### config.mk
export PLATFORM = sky130hd
export DESIGN_NAME = mixcol_serial_ctrl
export DESIGN_NICKNAME = d
export VERILOG_FILES = /design/src/rtl/mixcol_serial_ctrl.sv
export SDC_FILE = /design/constraint.sdc
export NUM_CORES = 1
export LEC_CHECK = 0
export CORE_MARGIN = 3
export CORE_UTILIZATION = 50
export CTS_BUF_LIST = sky130_fd_sc_hd__clkbuf_8
export CTS_CLUSTER_DIAMETER = 150
export DETAILED_ROUTE_END_ITERATION = 10
export GPL_TIMING_DRIVEN = 0
export PLACE_DENSITY = 0.86
export SYNTH_ARGS = -nofsm -noshare
export SYNTH_HDL_FRONTEND = slang
export SYNTH_SLANG_ARGS = --single-unit
### constraint.sdc
create_clock -name i_Clk -period 23.8 [get_ports i_Clk]
set_clock_uncertainty 0.05 [all_clocks]
set_input_delay 4.76 -clock i_Clk [delete_from_list [all_inputs] [get_ports i_Clk]]
set_output_delay 4.76 -clock i_Clk [all_outputs]
set_load 0.005 [all_outputs]
### src/rtl/mixcol_serial_ctrl.sv
// mixcol_serial_ctrl: column-serial MixColumns scheduler.
// Accepts a full AES state, runs its columns one per cycle through a single
// shared GF(2^8) column mixer, writes each result back into the state buffer,
// then presents the mixed state downstream over valid/ready.
// Optional build macro MIXCOL_BYPASS_EN adds i_Bypass: a state accepted with
// i_Bypass=1 skips mixing and is presented unmodified (final AES round).
module mixcol_serial_ctrl #(
  parameter int NUM_COLS = 4
) (
  input  logic                    i_Clk,
  input  logic                    i_Rst,
  input  logic                    i_Valid,
  output logic                    o_Ready,
  input  logic [32*NUM_COLS-1:0]  i_Data,
`ifdef MIXCOL_BYPASS_EN
  input  logic                    i_Bypass,
`endif
  output logic                    o_Valid,
  input  logic                    i_Ready,
  output logic [32*NUM_COLS-1:0]  o_Data,
  output logic                    o_Busy
);

  localparam int            CW       = (NUM_COLS > 1) ? $clog2(NUM_COLS) : 1;
  localparam logic [CW-1:0] LAST_COL = CW'(NUM_COLS - 1);

  typedef enum logic [1:0] {IDLE, RUN, DONE} state_t;

  state_t                 state_q, state_d;
  logic [CW-1:0]          col_q;
  logic [31:0]            buf_q [NUM_COLS];
  logic [32*NUM_COLS-1:0] out_q;
  logic [31:0]            col_mixed;
  logic [32*NUM_COLS-1:0] merged;
  logic                   bypass;
  logic                   accept;

`ifdef MIXCOL_BYPASS_EN
  assign bypass = i_Bypass;
`else
  assign bypass = 1'b0;
`endif

  // Multiply a byte by x in GF(2^8) modulo 0x11B.
  function automatic logic [7:0] xtime(input logic [7:0] b);
    return {b[6:0], 1'b0} ^ (b[7] ? 8'h1B : 8'h00);
  endfunction

  // One MixColumns column: rows 02 03 01 01, rotated per output byte.
  function automatic logic [31:0] mix_column(input logic [31:0] c);
    logic [7:0] a0, a1, a2, a3;
    a0 = c[31:24];
    a1 = c[23:16];
    a2 = c[15:8];
    a3 = c[7:0];
    return {xtime(a0) ^ xtime(a1) ^ a1 ^ a2 ^ a3,
            a0 ^ xtime(a1) ^ xtime(a2) ^ a2 ^ a3,
            a0 ^ a1 ^ xtime(a2) ^ xtime(a3) ^ a3,
            xtime(a0) ^ a0 ^ a1 ^ a2 ^ xtime(a3)};
  endfunction

  // The shared column mixer, fed by the column currently being processed.
  assign col_mixed = mix_column(buf_q[col_q]);
  assign accept    = i_Valid & o_Ready;
  assign o_Data    = out_q;

  // Full state as it will look after this cycle's write-back; captured into
  // the output register on the last RUN cycle.
  always_comb begin
    merged = '0;
    for (int i = 0; i < NUM_COLS; i++) begin
      merged[32*(NUM_COLS-i)-1 -: 32] = (CW'(i) == col_q) ? col_mixed : buf_q[i];
    end
  end

  // State register.
  always_ff @(posedge i_Clk or posedge i_Rst) begin
    if (i_Rst) begin
      state_q <= IDLE;
    end else begin
      // NOTE: sequential state uses <= so every register samples pre-edge values.
      state_q <= state_d;
    end
  end

  // Next-state and handshake outputs, all decoded from the current state.
  always_comb begin
    // NOTE: every output gets a default first so no path leaves one unassigned (no latch).
    state_d = state_q;
    o_Ready = 1'b0;
    o_Valid = 1'b0;
    o_Busy  = 1'b0;
    case (state_q)
      IDLE: begin
        o_Ready = 1'b1;
        if (i_Valid) state_d = bypass ? DONE : RUN;
      end
      RUN: begin
        o_Busy = 1'b1;
        if (col_q == LAST_COL) state_d = DONE;
      end
      DONE: begin
        o_Valid = 1'b1;
        if (i_Ready) state_d = IDLE;
      end
      default: state_d = IDLE;
    endcase
  end

  // Datapath: load on accept, write one mixed column back per RUN cycle,
  // and update the output register only when a complete state is ready.
  always_ff @(posedge i_Clk or posedge i_Rst) begin
    if (i_Rst) begin
      col_q <= '0;
      out_q <= '0;
      // NOTE: the state buffer is reset on purpose: it is small, and a defined
      // all-zero value after reset keeps partial states from ever leaking out.
      for (int i = 0; i < NUM_COLS; i++) buf_q[i] <= '0;
    end else begin
      case (state_q)
        IDLE: begin
          if (accept) begin
            col_q <= '0;
            for (int i = 0; i < NUM_COLS; i++) buf_q[i] <= i_Data[32*(NUM_COLS-i)-1 -: 32];
            if (bypass) out_q <= i_Data;
          end
        end
        RUN: begin
          buf_q[col_q] <= col_mixed;
          if (col_q == LAST_COL) begin
            col_q <= '0;
            out_q <= merged;
          end else begin
            col_q <= col_q + 1'b1;
          end
        end
        default: ;
      endcase
    end
  end

endmodule

==> tab_implementation.tex, run 1 <==
\begin{tabular}{lr}
\hline
Metric & Value \\
\hline
\multicolumn{2}{l}{\textbf{STA}} \\
Unrepaired setup endpoints after global routing & false \\
Transition at the pin with the smallest max-transition slack & 1160 ps \\
Number of setup violations in the final report & 0 \\
Tightest slew margin relative to the limit & 22.3\% \\
Post-route setup TNS & 0 ps \\
Maximum clock rate & about 140 MHz \\
Crit path time final & roughly 7000 ps \\
Final WS setup & between 15000 and 20000 ps \\
Fraction of the cycle the final worst path needs & 29.8\% \\
Final number of hold-violating endpoints & 0 \\
Pins over their slew limit & 0 \\
\multicolumn{2}{l}{\textbf{Synthesis}} \\
Share of synthesized area spent on multiplexers & between 10 and 15\% \\
Syn avg cell area & between 10 and 15 µm² \\
Main synth FF type & sky130\_fd\_sc\_hd\_\_dfrtp\_1 \\
Cell count after synthesis & 1282 \\
Xor/xnor cell area share of the yosys netlist & under 10\% \\
Mapped Nets & 1418 \\
Register bit count reported by yosys & 260 \\
Register area share after synthesis & 48.0\% \\
Number of warnings reported in the yosys synthesis log & 0 \\
Main combinational cell family by area after synthesis & simple AND/OR/NAND/NOR gates \\
Number of synthesized flops with an enable pin & 0 \\
Unique cell type count in the Yosys netlist & 48 \\
Synth Area in Simple Gates & 13.9\% \\
Total standard cell area after synthesis & 13500 µm² \\
Adder-cell area share of the yosys netlist & 0.369\% \\
Fraction of synthesis flops using an asynchronous set or reset pin & 100\% \\
Area fraction in compound gates after synthesis & 13.1\% \\
\multicolumn{2}{l}{\textbf{Critical path}} \\
Startpoint of the most critical setup path & i\_Valid \\
Endpoint type of the worst setup path & flop \\
Critical R2R Launch & col\_q[1] \\
Arr. time, crit path & 7530 ps \\
Crit path required time & 24240 ps \\
Number of buffers and inverters on the critical path & 4 \\
Critical path cell sequence & clkdlybuf4s50\_1 -> nand2b\_1 -> clkbuf\_1 -> a21oi\_1 -> clkbuf\_1 -> clkbuf\_1 -> nor2\_1 -> nor2\_1 \\
CP delay by family, top & buffers and inverters \\
Cell depth of the worst setup path & 8 \\
Cell repeated most along the worst path & sky130\_fd\_sc\_hd\_\_clkbuf\_1 \\
Largest stage delay on the critical path & 590 ps \\
Critical Path Start Type & primary input \\
Reg2Reg Setup Slack & 19830 ps \\
Critical path class & in -> reg \\
Cell at the slowest stage of the critical path & sky130\_fd\_sc\_hd\_\_clkbuf\_1 \\
Top fanout value on the critical path & 10 \\
Capture point of the worst reg-to-reg path & buf\_q[78] \\
Crit path to & buf\_q[78] \\
Cell count of the worst reg-to-reg path & 12 \\
\multicolumn{2}{l}{\textbf{Placed design}} \\
Input/output buffers & 262 \\
Final HPWL from detailed placement & 37900 µm \\
Final estimated routing congestion in global placement & 0.969 \\
Placed inst area & 16700 µm² \\
Setup slack at placement & roughly 16000 ps \\
\multicolumn{2}{l}{\textbf{Floorplan}} \\
Overall die width & 171 µm \\
Placeable core region & 26400 µm² \\
Core Rows & 59 \\
Area of the die & between 20000 and 30000 µm² \\
I/O Pins & 263 \\
Starting utilization of the core area & between 50\% and 60\% \\
Die Y-Extent & approximately 170 µm \\
\multicolumn{2}{l}{\textbf{Finish}} \\
Design area & 17500 µm² \\
Filler cells & about 2000 \\
Final net count & 1728 \\
Fraction of layout cells with a size suffix above 1 & under 10\% \\
Area added between synthesis and finish & 29.4\% \\
\multicolumn{2}{l}{\textbf{CTS}} \\
Clock transition time at the flip-flop clock pins of the worst setup and hold paths & 80 ps \\
CTS-repair resized insts & 0 \\
Buffer count from post-CTS setup fixing & 0 \\
Clock latency on the worst-skew pair & between 500 and 600 ps \\
Count of clock tree sinks & 260 \\
Root cell of the clock tree & sky130\_fd\_sc\_hd\_\_clkbuf\_8 \\
Deepest level of the CTS H-tree & 2 \\
Clock tree buffer depth & 3 \\
Number of buffers created by CTS & 44 \\
CTS tree & yes \\
Post-cts hold buffer count & 0 \\
\multicolumn{2}{l}{\textbf{Global route}} \\
Aggregate global-route resource usage & 35.1\% \\
Number of antenna violations at the first check in global routing & 1 \\
Global-route wire length before repair & 76500 µm \\
Maximum number of pins on one net before global-route repair & between 100 and 150 \\
Total overflow reported by the global router & 0 \\
Number of global-route vias before repair & 12500 \\
\multicolumn{2}{l}{\textbf{Drt}} \\
Number of search-and-repair iterations in the first detailed-routing pass & 8 \\
Post-route ant nets & 0 \\
Per-cell routed wire length & 26.5 µm \\
Starting DRC count in detailed routing & 1785 \\
Total DRC errors in the routed layout & 0 \\
Vias & 12600 \\
Detail-routed via count per cell & approximately 6.4 \\
Detailed-route wire length & 52000 µm \\
\multicolumn{2}{l}{\textbf{Run}} \\
Max-capacitance violation count & 0 \\
\multicolumn{2}{l}{\textbf{Run status}} \\
Run status & finished, final reports clean \\
\multicolumn{2}{l}{\textbf{Worst hold path}} \\
Hold Crit Class & reg -> reg \\
\hline
\end{tabular}
## per-stage QoR
| stage | instances | hold WS [ps] | utilization (%) |
|---|---|---|---|
| finish | 1961 | 428 | 66.5 |
| global route | 1960 | 453 | 66.5 |
| CTS | 1960 | 428 | 66.5 |
| detailed placement | 1881 | 412 | 63.2 |
| global placement | 1879 | 413 | 63.0 |
| floorplan | 1282 | 420 | - |
## worst min-delay path by stage
stage               startpoint    endpoint  slack (ps)  cells past startpoint
floorplan           o_Data[22]  o_Data[22]         420                      2
global placement     o_Data[4]   o_Data[4]         410                      2
detailed placement   o_Data[4]   o_Data[4]         410                      2
CTS                 o_Data[28]  o_Data[28]         430                      2
global route        o_Data[21]  o_Data[21]         450                      2
finish              o_Data[28]  o_Data[28]         430                      2
## layer usage
layer  vias to the layer above  part of all wire, %  track usage, %
li1                       5186                    -               -
met1                      6152                   37            46.7
met2                      1033                   45            53.6
met3                       181                   13            10.4
met4                         0                  4.8            15.8
met5                         -                    0               0
## cell usage in the layout (no fill, tap or decap), drive strengths merged
cell type,count
nand4,3
nor2,244
a21boi,1
a22o,1
o21ai,22
o21bai,2
buf,22
xnor3,33
nand3,6
ha,4
and2,4
xor3,4
mux4,32
nand2b,4
nor3,6
inv,17
clkinv,12
a221o,15
dfrtp,260
diode,1
a221oi,60
o31ai,1
and3,15
mux2i,75
xor2,14
a31oi,31
bufinv,1
nor2b,2
a21oi,119
or2,3
clkinvlp,1
a21o,4
clkbuf,137
nor3b,24
o22ai,21
xnor2,26
or3,4
clkdlybuf4s50,262
nand2,133
## layout make-up
type / instances / area (µm²) / area share [%]
Sequential cell: 260 / 6510 / 37.1
Multi-Input combinational cell: 913 / 6490 / 37.0
Timing Repair Buffer: 264 / 2680 / 15.3
Clock buffer: 54 / 743 / 4.24
Buffer: 103 / 528 / 3.01
Tap cell: 335 / 419 / 2.39
Clock inverter: 25 / 138 / 0.785
Inverter: 6 / 30.0 / 0.171
Antenna cell: 1 / 2.50 / 0.0143
## cells in the mapped netlist, types with 2 or more instances
library cell / instances / area share [%]
sky130_fd_sc_hd__dfrtp_1: 260 / 48
sky130_fd_sc_hd__nor2_1: 244 / 6.8
sky130_fd_sc_hd__nand2_1: 133 / 3.7
sky130_fd_sc_hd__a21oi_1: 119 / 4.4
sky130_fd_sc_hd__clkbuf_1: 76 / 2.1
sky130_fd_sc_hd__mux2i_1: 75 / 5.5
sky130_fd_sc_hd__a221oi_1: 60 / 3.9
sky130_fd_sc_hd__a31oi_1: 31 / 1.4
sky130_fd_sc_hd__xnor3_1: 31 / 5.2
sky130_fd_sc_hd__nor3b_1: 24 / 1.3
sky130_fd_sc_hd__mux4_2: 23 / 3.8
sky130_fd_sc_hd__o21ai_0: 22 / 0.81
sky130_fd_sc_hd__o22ai_1: 21 / 0.97
sky130_fd_sc_hd__xnor2_1: 19 / 1.2
sky130_fd_sc_hd__a221o_1: 15 / 1.1
sky130_fd_sc_hd__and3_1: 13 / 0.60
sky130_fd_sc_hd__xor2_1: 13 / 0.84
sky130_fd_sc_hd__buf_1: 9 / 0.25
sky130_fd_sc_hd__clkbuf_8: 7 / 0.71
sky130_fd_sc_hd__mux4_1: 7 / 1.4
sky130_fd_sc_hd__nand3_1: 6 / 0.22
sky130_fd_sc_hd__nor3_1: 6 / 0.22
sky130_fd_sc_hd__inv_1: 5 / 0.14
sky130_fd_sc_hd__a21o_1: 4 / 0.22
sky130_fd_sc_hd__and2_1: 4 / 0.18
sky130_fd_sc_hd__buf_2: 4 / 0.15
sky130_fd_sc_hd__buf_6: 4 / 0.33
sky130_fd_sc_hd__ha_1: 4 / 0.37
sky130_fd_sc_hd__nand2b_1: 4 / 0.18
sky130_fd_sc_hd__or3_1: 4 / 0.18
sky130_fd_sc_hd__xnor2_2: 4 / 0.48
sky130_fd_sc_hd__xor3_1: 4 / 0.70
sky130_fd_sc_hd__nand4_1: 3 / 0.14
sky130_fd_sc_hd__or2_1: 3 / 0.14
sky130_fd_sc_hd__xnor2_4: 3 / 0.61
sky130_fd_sc_hd__and3_2: 2 / 0.11
sky130_fd_sc_hd__buf_12: 2 / 0.30
sky130_fd_sc_hd__mux4_4: 2 / 0.37
sky130_fd_sc_hd__nor2b_1: 2 / 0.092
sky130_fd_sc_hd__o21bai_1: 2 / 0.11
## worst register-to-register path, stage by stage, from the launching register on
cell and delay (ps):
sky130_fd_sc_hd__dfrtp_1 400, sky130_fd_sc_hd__buf_2 240, sky130_fd_sc_hd__buf_6 230, sky130_fd_sc_hd__clkbuf_8 210, sky130_fd_sc_hd__inv_1 100, sky130_fd_sc_hd__ha_1 140, sky130_fd_sc_hd__clkbuf_1 410, sky130_fd_sc_hd__nand2_1 140
sky130_fd_sc_hd__a21oi_1 540, sky130_fd_sc_hd__clkbuf_1 590, sky130_fd_sc_hd__clkbuf_1 600, sky130_fd_sc_hd__nor2_1 120, sky130_fd_sc_hd__nor2_1 150
## cell families (layout without fill, tap and decap cells)
family,Yosys count,after routing
compound gates,277,277
xor+xnor,77,77
fa+ha+maj,4,4
buf+inv,109,452
flops,260,260
mux,107,107
other cells,0,1
simple gates,448,448
## sequential cells by signal, summed over array words and instances, names as in the netlist
signal   cells
state_q      2
o_Data     128
col_q        2
buf_q      128
Power of run 1 is left out: the tool's default activity adds up to more than one toggle a clock period on the data nets, which glitch-free logic cannot reach.
==> run 2: changes to the inputs <==
==> constraint.sdc (replaced) <==
create_clock -name i_Clk -period 7.4 [get_ports i_Clk]
set_clock_uncertainty 0.05 [all_clocks]
set_input_delay 1.48 -clock i_Clk [delete_from_list [all_inputs] [get_ports i_Clk]]
set_output_delay 1.48 -clock i_Clk [all_outputs]
set_load 0.005 [all_outputs]
==> run 2 against run 1 <==
- first-iteration DRC count rose by 3.9%
- via count rose by 1.3%
- sequential share of layout area fell by 0.12 points
==> tab_implementation.tex, run 2 (same netlist as run 1, synthesis figures left out) <==
\begin{tabular}{lr}
\hline
Metric & Value \\
\hline
\multicolumn{2}{l}{\textbf{Run status}} \\
Run status & finished, final reports clean \\
\multicolumn{2}{l}{\textbf{Placed design}} \\
Input/output buffers & between 200 and 300 \\
Final estimated routing congestion in global placement & 0.977 \\
Final HPWL from detailed placement & 38400 µm \\
\multicolumn{2}{l}{\textbf{Critical path}} \\
Critical path cell sequence & buf\_2 -> buf\_6 -> clkbuf\_8 -> inv\_1 -> ha\_1 -> clkbuf\_1 -> nand2\_1 -> a21oi\_1 -> clkbuf\_1 -> clkbuf\_1 -> nor2\_1 -> nor2\_1 \\
Critical path class & reg -> reg \\
Arr. time, crit path & $\sim$4300 ps \\
Critical R2R Launch & col\_q[1] \\
Cell repeated most along the worst path & sky130\_fd\_sc\_hd\_\_clkbuf\_1 \\
Capture point of the worst reg-to-reg path & buf\_q[126] \\
Crit path required time & between 7000 and 8000 ps \\
Critical Path Start Type & flop \\
Cell count of the worst reg-to-reg path & 12 \\
Largest stage delay on the critical path & 550 ps \\
Reg2Reg Setup Slack & 3490 ps \\
Top fanout value on the critical path & 10 \\
Cell at the slowest stage of the critical path & sky130\_fd\_sc\_hd\_\_clkbuf\_1 \\
Endpoint type of the worst setup path & flop \\
\multicolumn{2}{l}{\textbf{Floorplan}} \\
I/O Pins & 263 \\
Overall die width & approximately 170 µm \\
Starting utilization of the core area & between 50\% and 60\% \\
Core Rows & 59 \\
Placeable core region & 26400 µm² \\
Area of the die & 29100 µm² \\
Die Y-Extent & 171 µm \\
\multicolumn{2}{l}{\textbf{Finish}} \\
Area added between synthesis and finish & 29.9\% \\
Final net count & between 1500 and 2000 \\
Fraction of layout cells with a size suffix above 1 & about 7.7\% \\
Commonest non-fill, non-tap cell in the layout & sky130\_fd\_sc\_hd\_\_clkdlybuf4s50\_1 \\
Ant diodes & 0 \\
Top library cells by usage in the layout, fill and taps aside & sky130\_fd\_sc\_hd\_\_clkdlybuf4s50\_1, sky130\_fd\_sc\_hd\_\_dfrtp\_1, sky130\_fd\_sc\_hd\_\_nor2\_1 \\
\multicolumn{2}{l}{\textbf{Global route}} \\
Global-route track usage on met2 & 54.9\% \\
Total overflow reported by the global router & 0 \\
Busiest layer in global routing & met2 \\
Maximum number of pins on one net before global-route repair & 45 \\
Aggregate global-route resource usage & 35.9\% \\
Number of antenna violations at the first check in global routing & 0 \\
Number of global-route vias before repair & between 10000 and 15000 \\
Fraction of met1 tracks used by global routing & around 47\% \\
Global-route wire length before repair & slightly below 80000 µm \\
GR Layer Usage met3 & 10.1\% \\
\multicolumn{2}{l}{\textbf{STA}} \\
Transition at the pin with the smallest max-transition slack & 1150 ps \\
Post-route setup TNS & 0 ps \\
Maximum clock rate & 256 MHz \\
Number of setup violations in the final report & 0 \\
Fraction of the cycle the final worst path needs & 52.9\% \\
Pins over their slew limit & 0 \\
Final number of hold-violating endpoints & 0 \\
Tightest slew margin relative to the limit & 22.8\% \\
Crit path time final & 3910 ps \\
Unrepaired setup endpoints after global routing & false \\
\multicolumn{2}{l}{\textbf{Drt}} \\
Starting DRC count in detailed routing & 1855 \\
Detailed-route wire length & 52500 µm \\
Total DRC errors in the routed layout & 0 \\
Per-cell routed wire length & approximately 27 µm \\
Number of search-and-repair iterations in the first detailed-routing pass & 8 \\
Vias & 12700 \\
Detail-routed via count per cell & 6.48 \\
Post-route ant nets & 0 \\
\multicolumn{2}{l}{\textbf{Worst hold path}} \\
Hold Crit Class & reg -> reg \\
Min-Delay Path Depth & 2 \\
Worst min-delay path startpoint & o\_Data[22] \\
Hold endpoint & o\_Data[22] \\
\multicolumn{2}{l}{\textbf{CTS}} \\
Clock latency on the worst-skew pair & 570 ps \\
Deepest level of the CTS H-tree & 2 \\
Post-cts hold buffer count & 0 \\
CTS tree & yes \\
Count of clock tree sinks & 260 \\
Clock tree buffer depth & 3 \\
Number of buffers created by CTS & 44 \\
Clock transition time at the flip-flop clock pins of the worst setup and hold paths & around 60 ps \\
Root cell of the clock tree & sky130\_fd\_sc\_hd\_\_clkbuf\_8 \\
CTS-repair resized insts & 0 \\
Buffer count from post-CTS setup fixing & 0 \\
\multicolumn{2}{l}{\textbf{Run}} \\
Max-capacitance violation count & 0 \\
\hline
\end{tabular}
[run 2: cell count changes in the layout (fill, tap and decap cells not counted), sizes merged]
cell	change
buf	+4
clkbuf	+1
clkinv	-3
diode	-1
inv	+1
[run 2: worst max-delay path: cells and delay by family (launching register included)]
| kind | cells | cell delay [ps] |
|---|---|---|
| DFF | 1 | 400 |
| and+or+nand+nor | 3 | 430 |
| adders and majority gates | 1 | 140 |
| buffers and inverters | 7 | 2310 |
| AOI/OAI and AO/OA | 1 | 460 |
[run 2: area by class of cell]
| type | count | area, µm² |
|---|---|---|
| plain buffers | 103 | 528 |
| repair buffers | 268 | 2740 |
| clock inverters | 23 | 123 |
| multi-input cells | 913 | 6490 |
| well taps | 335 | 419 |
| flip-flops and latches | 260 | 6510 |
| clock buffers | 55 | 757 |
| inverters | 6 | 26.3 |
| fillers | 1975 | 8760 |
[run 2: per-stage QoR]
stage                     setup WS [ps]  std cells  cell area, µm²  utilization [%]  hold slack [ps]
after floorplan                    2440       1282           13600                -              420
after CTS                          3600       1963           17600             66.8              432
after detailed placement           3240       1885           16700             63.4              417
after global placement              651       1879           16600             63.0              411
after global routing               3380       1963           17600             66.8              454
final                              3490       1963           17600             66.8              424
[run 2: worst max path at each step]
stage / start / endpoint / cells after the start
final: col_q[1] / buf_q[126] / 12
after global placement: i_Rst / o_Data[111] / 2
after global routing: col_q[1] / buf_q[82] / 12
after detailed placement: i_Valid / buf_q[95] / 8
after CTS: state_q[0] / o_Busy / 4
after floorplan: i_Rst / buf_q[0] / 1
[run 2: routing by layer]
layer	routed length, µm	vias up
met4	3010	0
met3	7040	205
met2	23500	1067
met5	0	-
li1	-	5203
met1	19000	6246
Power of run 2 is left out for the same reason.
==> run 3: changes to the inputs <==
==> constraint.sdc (replaced) <==
create_clock -name i_Clk -period 3.6 [get_ports i_Clk]
set_clock_uncertainty 0.05 [all_clocks]
set_input_delay 0.72 -clock i_Clk [delete_from_list [all_inputs] [get_ports i_Clk]]
set_output_delay 0.72 -clock i_Clk [all_outputs]
set_load 0.005 [all_outputs]
==> run 3 against run 2 <==
- first-iteration DRC count fell by 4.4%
- routed wire length is 0.18% lower
- sequential cell count unchanged
- hold slack better by 1.5 ps
- highest routed layer unchanged
- clock-buffer cell count is the same
- cell area up 0.11%
- global-route usage barely moved
- fmax increased by 9.7%
- final cell count about the same
==> tab_implementation.tex, run 3 (same netlist as run 1, synthesis figures left out) <==
\begin{tabular}{lr}
\hline
Metric & Value \\
\hline
\multicolumn{2}{l}{\textbf{Run status}} \\
Run status & finished, final reports clean \\
\multicolumn{2}{l}{\textbf{STA}} \\
Transition at the pin with the smallest max-transition slack & between 1000 and 1500 ps \\
Post-route setup TNS & 0 ps \\
Worst hold margin & 425 ps \\
Tightest slew margin relative to the limit & 23.3\% \\
Unrepaired setup endpoints after global routing & true \\
Crit path time final & between 3000 and 4000 ps \\
Maximum clock rate & 280 MHz \\
Final number of hold-violating endpoints & 0 \\
Fraction of the cycle the final worst path needs & between 90\% and 100\% \\
Pins over their slew limit & 0 \\
Number of setup violations in the final report & 0 \\
\multicolumn{2}{l}{\textbf{Critical path}} \\
Capture point of the worst reg-to-reg path & o\_Data[57] \\
Cell at the slowest stage of the critical path & sky130\_fd\_sc\_hd\_\_xnor2\_1 \\
Critical R2R Launch & col\_q[1] \\
Cell depth of the worst setup path & 7 \\
Cell repeated most along the worst path & sky130\_fd\_sc\_hd\_\_xnor2\_1 \\
Endpoint type of the worst setup path & flop \\
Critical Path Start Type & flop \\
Top fanout value on the critical path & 10 \\
Reg2Reg Setup Slack & 30 ps \\
Critical path cell sequence & buf\_2 -> buf\_2 -> mux4\_2 -> xnor2\_1 -> xnor2\_1 -> xnor2\_1 -> o21ai\_0 \\
Crit path required time & 3930 ps \\
Number of buffers and inverters on the critical path & 2 \\
CP delay by family, top & XOR/XNOR gates \\
Largest stage delay on the critical path & 870 ps \\
Arr. time, crit path & 3890 ps \\
Cell count of the worst reg-to-reg path & 7 \\
Critical path class & reg -> reg \\
\multicolumn{2}{l}{\textbf{CTS}} \\
Count of clock tree sinks & 260 \\
Root cell of the clock tree & sky130\_fd\_sc\_hd\_\_clkbuf\_8 \\
Clock transition time at the flip-flop clock pins of the worst setup and hold paths & 60 ps \\
Number of buffers created by CTS & 44 \\
Clock latency on the worst-skew pair & 560 ps \\
Clock tree buffer depth & 3 \\
CTS tree & yes \\
Deepest level of the CTS H-tree & 2 \\
\multicolumn{2}{l}{\textbf{Drt}} \\
Total DRC errors in the routed layout & 0 \\
Vias & 12600 \\
Highest routed layer & met4 \\
Detail-routed via count per cell & around 6.4 \\
Sum of met3 wire segment lengths after detailed routing & 7140 µm \\
Routed metal-1 wire length & 18800 µm \\
Length of routed met2 wiring & around 24000 µm \\
Starting DRC count in detailed routing & 1773 \\
Detailed-route wire length & 52400 µm \\
Per-cell routed wire length & 26.7 µm \\
Post-route ant nets & 0 \\
Number of search-and-repair iterations in the first detailed-routing pass & 9 \\
\multicolumn{2}{l}{\textbf{Global route}} \\
Total overflow reported by the global router & 0 \\
Number of antenna violations at the first check in global routing & 0 \\
Number of global-route vias before repair & between 10000 and 15000 \\
Maximum number of pins on one net before global-route repair & 45 \\
Aggregate global-route resource usage & a little over a third \\
Global-route wire length before repair & 78100 µm \\
\multicolumn{2}{l}{\textbf{Floorplan}} \\
Placeable core region & 26400 µm² \\
Overall die width & $\sim$170 µm \\
Area of the die & 29100 µm² \\
Core Rows & 59 \\
Die Y-Extent & 171 µm \\
Starting utilization of the core area & 51.4\% \\
I/O Pins & between 200 and 300 \\
\multicolumn{2}{l}{\textbf{Finish}} \\
Commonest non-fill, non-tap cell in the layout & sky130\_fd\_sc\_hd\_\_clkdlybuf4s50\_1 \\
Area added between synthesis and finish & 30.0\% \\
Ant diodes & 0 \\
Fraction of layout cells with a size suffix above 1 & 8.30\% \\
Final cell count without fillers & 1962 \\
Top library cells by usage in the layout, fill and taps aside & sky130\_fd\_sc\_hd\_\_clkdlybuf4s50\_1, sky130\_fd\_sc\_hd\_\_dfrtp\_1, sky130\_fd\_sc\_hd\_\_nor2\_1 \\
Design area & between 15000 and 20000 µm² \\
Final net count & between 1500 and 2000 \\
\multicolumn{2}{l}{\textbf{Placed design}} \\
Cell Count Post-Placement & 1885 \\
Final HPWL from detailed placement & roughly 38000 µm \\
Final estimated routing congestion in global placement & about 0.98 \\
Placed inst area & 16700 µm² \\
Input/output buffers & 262 \\
\multicolumn{2}{l}{\textbf{Worst hold path}} \\
Hold endpoint & o\_Data[22] \\
Worst min-delay path startpoint & o\_Data[22] \\
Min-Delay Path Depth & 2 \\
Hold Crit Class & reg -> reg \\
\multicolumn{2}{l}{\textbf{Run}} \\
Max-capacitance violation count & 0 \\
\hline
\end{tabular}
-- run 3: how the worst max path moves through the flow --
stage                          start     endpoint
after floorplan                i_Rst     buf_q[0]
after detailed placement    col_q[1]    buf_q[95]
after global routing      state_q[0]    buf_q[20]
after global placement         i_Rst  o_Data[111]
after CTS                   col_q[1]   buf_q[110]
final                       col_q[1]   o_Data[57]
-- run 3: repair_timing --
item / 4_1_cts / 5_1_grt
gates resized for setup: 3 / 13
endpoints found under the setup margin: 26 / 90
setup buffers: 0 / 0
cloned: 0 / 0
hold buffers: 0 / 0
pin swaps: 0 / 0
-- run 3: worst reg2reg max path: cells and delay by family (launching register included) --
kind	cells	cell delay, ps
flops	1	380
mux	1	490
buf+inv	2	800
compound gates	1	290
xor+xnor	3	1380
-- run 3: cell type report --
class	instances	area (µm²)
buffer	102	539
clock buffer	55	757
clock inverter	23	123
fill	1972	8740
inverter	6	26.3
multi-input combinational	913	6500
sequential	260	6510
tap	335	419
timing repair buffer	268	2740
-- run 3: metal layers --
layer	global-route usage (%)	vias to the layer above
met4	17.5	0
met1	47.6	6213
met5	0	-
li1	-	5189
met2	54.8	1040
met3	10.1	201
-- run 3: stage by stage --
step                      worst slack, ps  utilization [%]
after floorplan                      -598                -
after global placement              -2390             63.0
after detailed placement            -92.6             63.4
after CTS                            18.1             66.8
after global routing                -63.2             66.8
final                                34.0             66.8
Power of run 3 is left out for the same reason.
==> variant 1: new RTL, settings of run 1 <==
Re-encode `state_t` (3 states) as one-hot, 3 bits wide.
--- a/src/rtl/mixcol_serial_ctrl.sv
+++ b/src/rtl/mixcol_serial_ctrl.sv
@@ -24,7 +24,7 @@
   localparam int            CW       = (NUM_COLS > 1) ? $clog2(NUM_COLS) : 1;
   localparam logic [CW-1:0] LAST_COL = CW'(NUM_COLS - 1);
 
-  typedef enum logic [1:0] {IDLE, RUN, DONE} state_t;
+  typedef enum logic [2:0] {IDLE = 3'b001, RUN = 3'b010, DONE = 3'b100} state_t;
 
   state_t                 state_q, state_d;
   logic [CW-1:0]          col_q;
Behaviour: same outputs for any inputs over 4 cycles, from zero or initial values and one cycle with i_Rst high; so few cycles prove little.
==> variant 1 against run 1 <==
  * Non-clock buffer count is 13 higher
  * Routed wire length up 4.5%
  * Cell count rose by 5.8%
  * Count of clock-buffer cells in the layout increased by 2
  * Synthesized cell count grew 6.1%
  * Fmax increased by 1.5%
  * Cell area is 3.1% higher
  * Worst setup slack improved by 0.11 ns
  * Synthesized area is 3.5% higher
  * Via count up 5.6%
  * Sequential cell count is 1 higher
Power is not shown: default switching activity piles up to over one toggle a cycle in this logic, so the estimate is an artifact.
==> variant 1: results (changes against run 1) <==
- Status: finished clean
- WL met3: 6.98 mm (+2.5%)
- DP Cell Count: 1996 (+6.1%)
- Synth Area in Adders: 0.00357 (-0.000126)
- Synth top area cells: dfrtp_1 (46%), nand2_1 (8.5%), o221ai_1 (6.0%)
- Multi-input gate count: 978 (+7.1%)
- Non-clk buf share: 0.176 (-0.00715)
- FILL cells: 2091 (+6.4%)
- Largest net degree at the start of global routing: 132 (+16%)
- Metal2 WL: 24.8 mm (+6.2%)
- Met3 usage: 0.0880 (-0.0157)
- Compound-Gate Fraction of Synth Area: 0.149 (+0.0181)
- Row cnt: 60 (+1.7%)
- Sequential element share of the synthesized area: 0.466 (-0.0146)
- Worst EP arrival: 7.36 ns (-0.17 ns)
- Reg2Reg Depth: 11 (-1)
- Detailed Place HPWL: 39.6 mm (+4.6%)
- Clock-pin slew on the worst setup and hold paths: 0.06 ns (-0.02 ns)
- Met2 GRT Util: 0.554 (+0.0172)
- Storage element area: 6530 um^2 (+0.40%)
- Starting DRT DRC Count: 1967 (+10%)
- Overall Global Routing Usage: 0.353 (+0.00231)
- Final weighted congestion of routability-driven global placement: 0.976 (+0.75%)
- Antenna cells: 0 (-1)
- Sequential cell count: 261 (+0.38%)
- Initial antenna violation count: 0 (-1)
- Final Non-Filler Cells: 2075 (+5.8%)
variant 1: cell types whose count changed in the layout (fill, tap and decap cells not counted), sizes merged, moves of 48 or more:
cell and delta:
mux2i -73, a221oi -60, nand2 +186, nor2 -213, xnor2 +48, nor3b +74
o21ai +80, o221ai +96
variant 1: worst paths after layout:
| path | from | to | slack, ns |
|---|---|---|---|
| worst max-delay path | i_Valid | buf_q[9] | 16.81 |
| worst min-delay path | o_Data[30] | o_Data[30] | 0.43 |
| worst max register to register | col_q[1] | buf_q[78] | 19.63 |
| worst min register to register | o_Data[30] | o_Data[30] | 0.43 |
| max in group asynchronous | i_Rst | o_Data[124] | 17.88 |
| min in group asynchronous | i_Rst | state_q[2] | 4.69 |
variant 1: worst register-to-register path, cell delays in order, from the launching register on:
cell and delay (ns):
dfrtp_1 0.37, buf_4 0.23, buf_4 0.30, buf_2 0.46, inv_1 0.14, ha_1 0.20
clkbuf_1 0.36, nand2_1 0.16, a21o_1 0.13, buf_1 0.74, clkbuf_1 0.60, o221ai_1 0.28
==> variant 2: new RTL, settings of run 1 <==
Without the edit above. The option `MIXCOL_BYPASS_EN` is turned on by a define.
--- a/src/rtl/mixcol_serial_ctrl.sv
+++ b/src/rtl/mixcol_serial_ctrl.sv
@@ -4,6 +4,8 @@
 // then presents the mixed state downstream over valid/ready.
 // Optional build macro MIXCOL_BYPASS_EN adds i_Bypass: a state accepted with
 // i_Bypass=1 skips mixing and is presented unmodified (final AES round).
+`define MIXCOL_BYPASS_EN
+
 module mixcol_serial_ctrl #(
   parameter int NUM_COLS = 4
 ) (
Interface: changed (added i_Bypass); port bits go from 263 to 264. The function was not compared with the original's and may differ.
==> variant 2 against run 1 <==
  * Via count rose by 5.8%
  * Sequential cell count unchanged
  * Cell area is 0.26% higher
  * Synthesized area fell by 0.30%
  * Worst setup slack worse by 0.33 ns
  * Critical path depth is 1 lower
  * Routed wire length grew 0.44%
Power is not shown: default switching activity piles up to over one toggle a cycle in this logic, so the estimate is an artifact.
==> variant 2: results (changes against run 1) <==
- Status: finished clean
- Overall Global Routing Usage: 0.353 (+0.00202)
- H-Tree Depth: 2 (unchanged)
- Post-synthesis cell type count: 41 (-15%)
- Layout cells sized above 1: 0.0834 (+0.00651)
- DR pass1 iterations: 6 (-2)
- Global-route wire length before repair: 77.0 mm (+0.66%)
- Inserted Clock Buffers: 44 (unchanged)
- Fin nets: 1828 (+5.8%)
- Postcts setup bufs: 0 (unchanged)
- Synth top area cells: dfrtp_1 (48%), nand2_1 (9.5%), a31oi_1 (7.8%)
- FILL cells: 1982 (+0.81%)
- Most used flip-flop cell after synthesis: dfrtp_1
- Initial antenna violation count: 0 (-1)
- Root Driver: clkbuf_8
- Final weighted congestion of routability-driven global placement: 0.971 (+0.23%)
- Vias in the first global route: 13153 (+5.4%)
- DP Cell Count: 1980 (+5.3%)
- Mean Syn Cell Area: 9.78 um^2 (-7.4%)
- Slew of the pin with the lowest slew margin: 0.973 ns (-0.184 ns)
- Hold WC Path Type: reg -> reg
- Avg WL per Cell: 25.3 um (-4.4%)
- Worst EP arrival: 7.76 ns (+0.23 ns)
- Antenna cells: 0 (-1)
- Starting DRT DRC Count: 1807 (+1.2%)
- Clock latency on the worst-skew pair: 0.57 ns
- YS warnings: 0 (unchanged)
- Sequential element share of the synthesized area: 0.482 (+0.00142)
- Grt ovf: 0 (unchanged)
- Top post-synthesis cells by count: nand2_1 (342), dfrtp_1 (260), nor2_1 (236), a31oi_1 (169), clkbuf_1 (84)
- # port buffers: 263 (+0.38%)
- Clock-pin slew on the worst setup and hold paths: 0.06 ns (-0.02 ns)
- Cts repair resizes: 0 (unchanged)
- Asr flop ratio synth: 1.00 (unchanged)
- Detailed Place HPWL: 38.6 mm (+2.1%)
- CTS max path bufs: 3 (unchanged)
- Largest net degree at the start of global routing: 134 (+18%)
- Via density: 6.44 (+0.64%)
- Net Count, Synth: 1518 (+7.1%)
- Crit path max fanout: 10 (unchanged)
- Final Non-Filler Cells: 2061 (+5.1%)
[variant 2: changes by cell type after synthesis, sizes merged, moves of 18 or more]
cell    delta
a221oi    -57
nor3b     -24
o211ai    +22
a31oi    +138
mux2i     -75
nand2    +209
a41oi     +60
a21oi     -80
o22ai     -18
[variant 2: worst max-delay path, cell delays in order]
cell and delay (ns):
clkdlybuf4s50_1 0.55, nand3b_1 0.12, a21oi_1 0.18, clkbuf_1 0.50, clkbuf_1 0.65, clkbuf_1 0.74, a41oi_1 0.25
[variant 2: final timing paths]
check	startpoint	slack, ns	depth (start not counted)	to
setup / recovery	i_Valid	16.37	7	o_Data[63]
max in group asynchronous	i_Rst	17.76	3	buf_q[4]
min in group asynchronous	i_Rst	4.74	2	o_Data[104]
hold / removal	o_Data[12]	0.48	2	o_Data[12]
hold reg to reg	o_Data[12]	0.48	2	o_Data[12]
setup reg to reg	state_q[0]	20.35	7	o_Data[63]
[variant 2: layer usage]
layer / part of all wire / global-route usage / routed length (um) / vias up
li1: - / - / - / 5514
met1: 0.37 / 0.472 / 19100 / 6388
met2: 0.43 / 0.524 / 22700 / 1143
met3: 0.13 / 0.106 / 7050 / 231
met4: 0.065 / 0.186 / 3380 / 0
met5: 0 / 0 / 0 / -
[variant 2: kinds of logic (layout without fill, tap and decap cells)]
logic type | count (synthesis) | after routing | share of synthesized area
compound gates | 310 | 310 | 0.155
xor+xnor | 75 | 75 | 0.105
fa+ha+maj | 4 | 4 | 0.00370
buf+inv | 112 | 457 | 0.0358
flops | 260 | 260 | 0.482
mux | 32 | 32 | 0.0533
simple gates | 588 | 588 | 0.165
[variant 2: final cells by class]
class	instances	area [um^2]	share of cell area
Tap cell	335	419	0.0238
Inverter	6	30.0	0.00171
Sequential cell	260	6510	0.370
Timing Repair Buffer	264	2660	0.151
Clock inverter	19	134	0.00761
Clock buffer	62	853	0.0485
Buffer	106	460	0.0262
Multi-Input combinational cell	1009	6520	0.371
[variant 2: stage by stage]
step / instance area (um^2) / hold WS, ns / setup WS, ns
4_1_cts: 17600 / 0.482 / 16.57
3_5_place_dp: 16600 / 0.465 / 16.00
6_report: 17600 / 0.480 / 16.37
2_1_floorplan: 13500 / 0.401 / 11.83
5_1_grt: 17600 / 0.500 / 16.35
3_3_place_gp: 16600 / 0.444 / 8.67
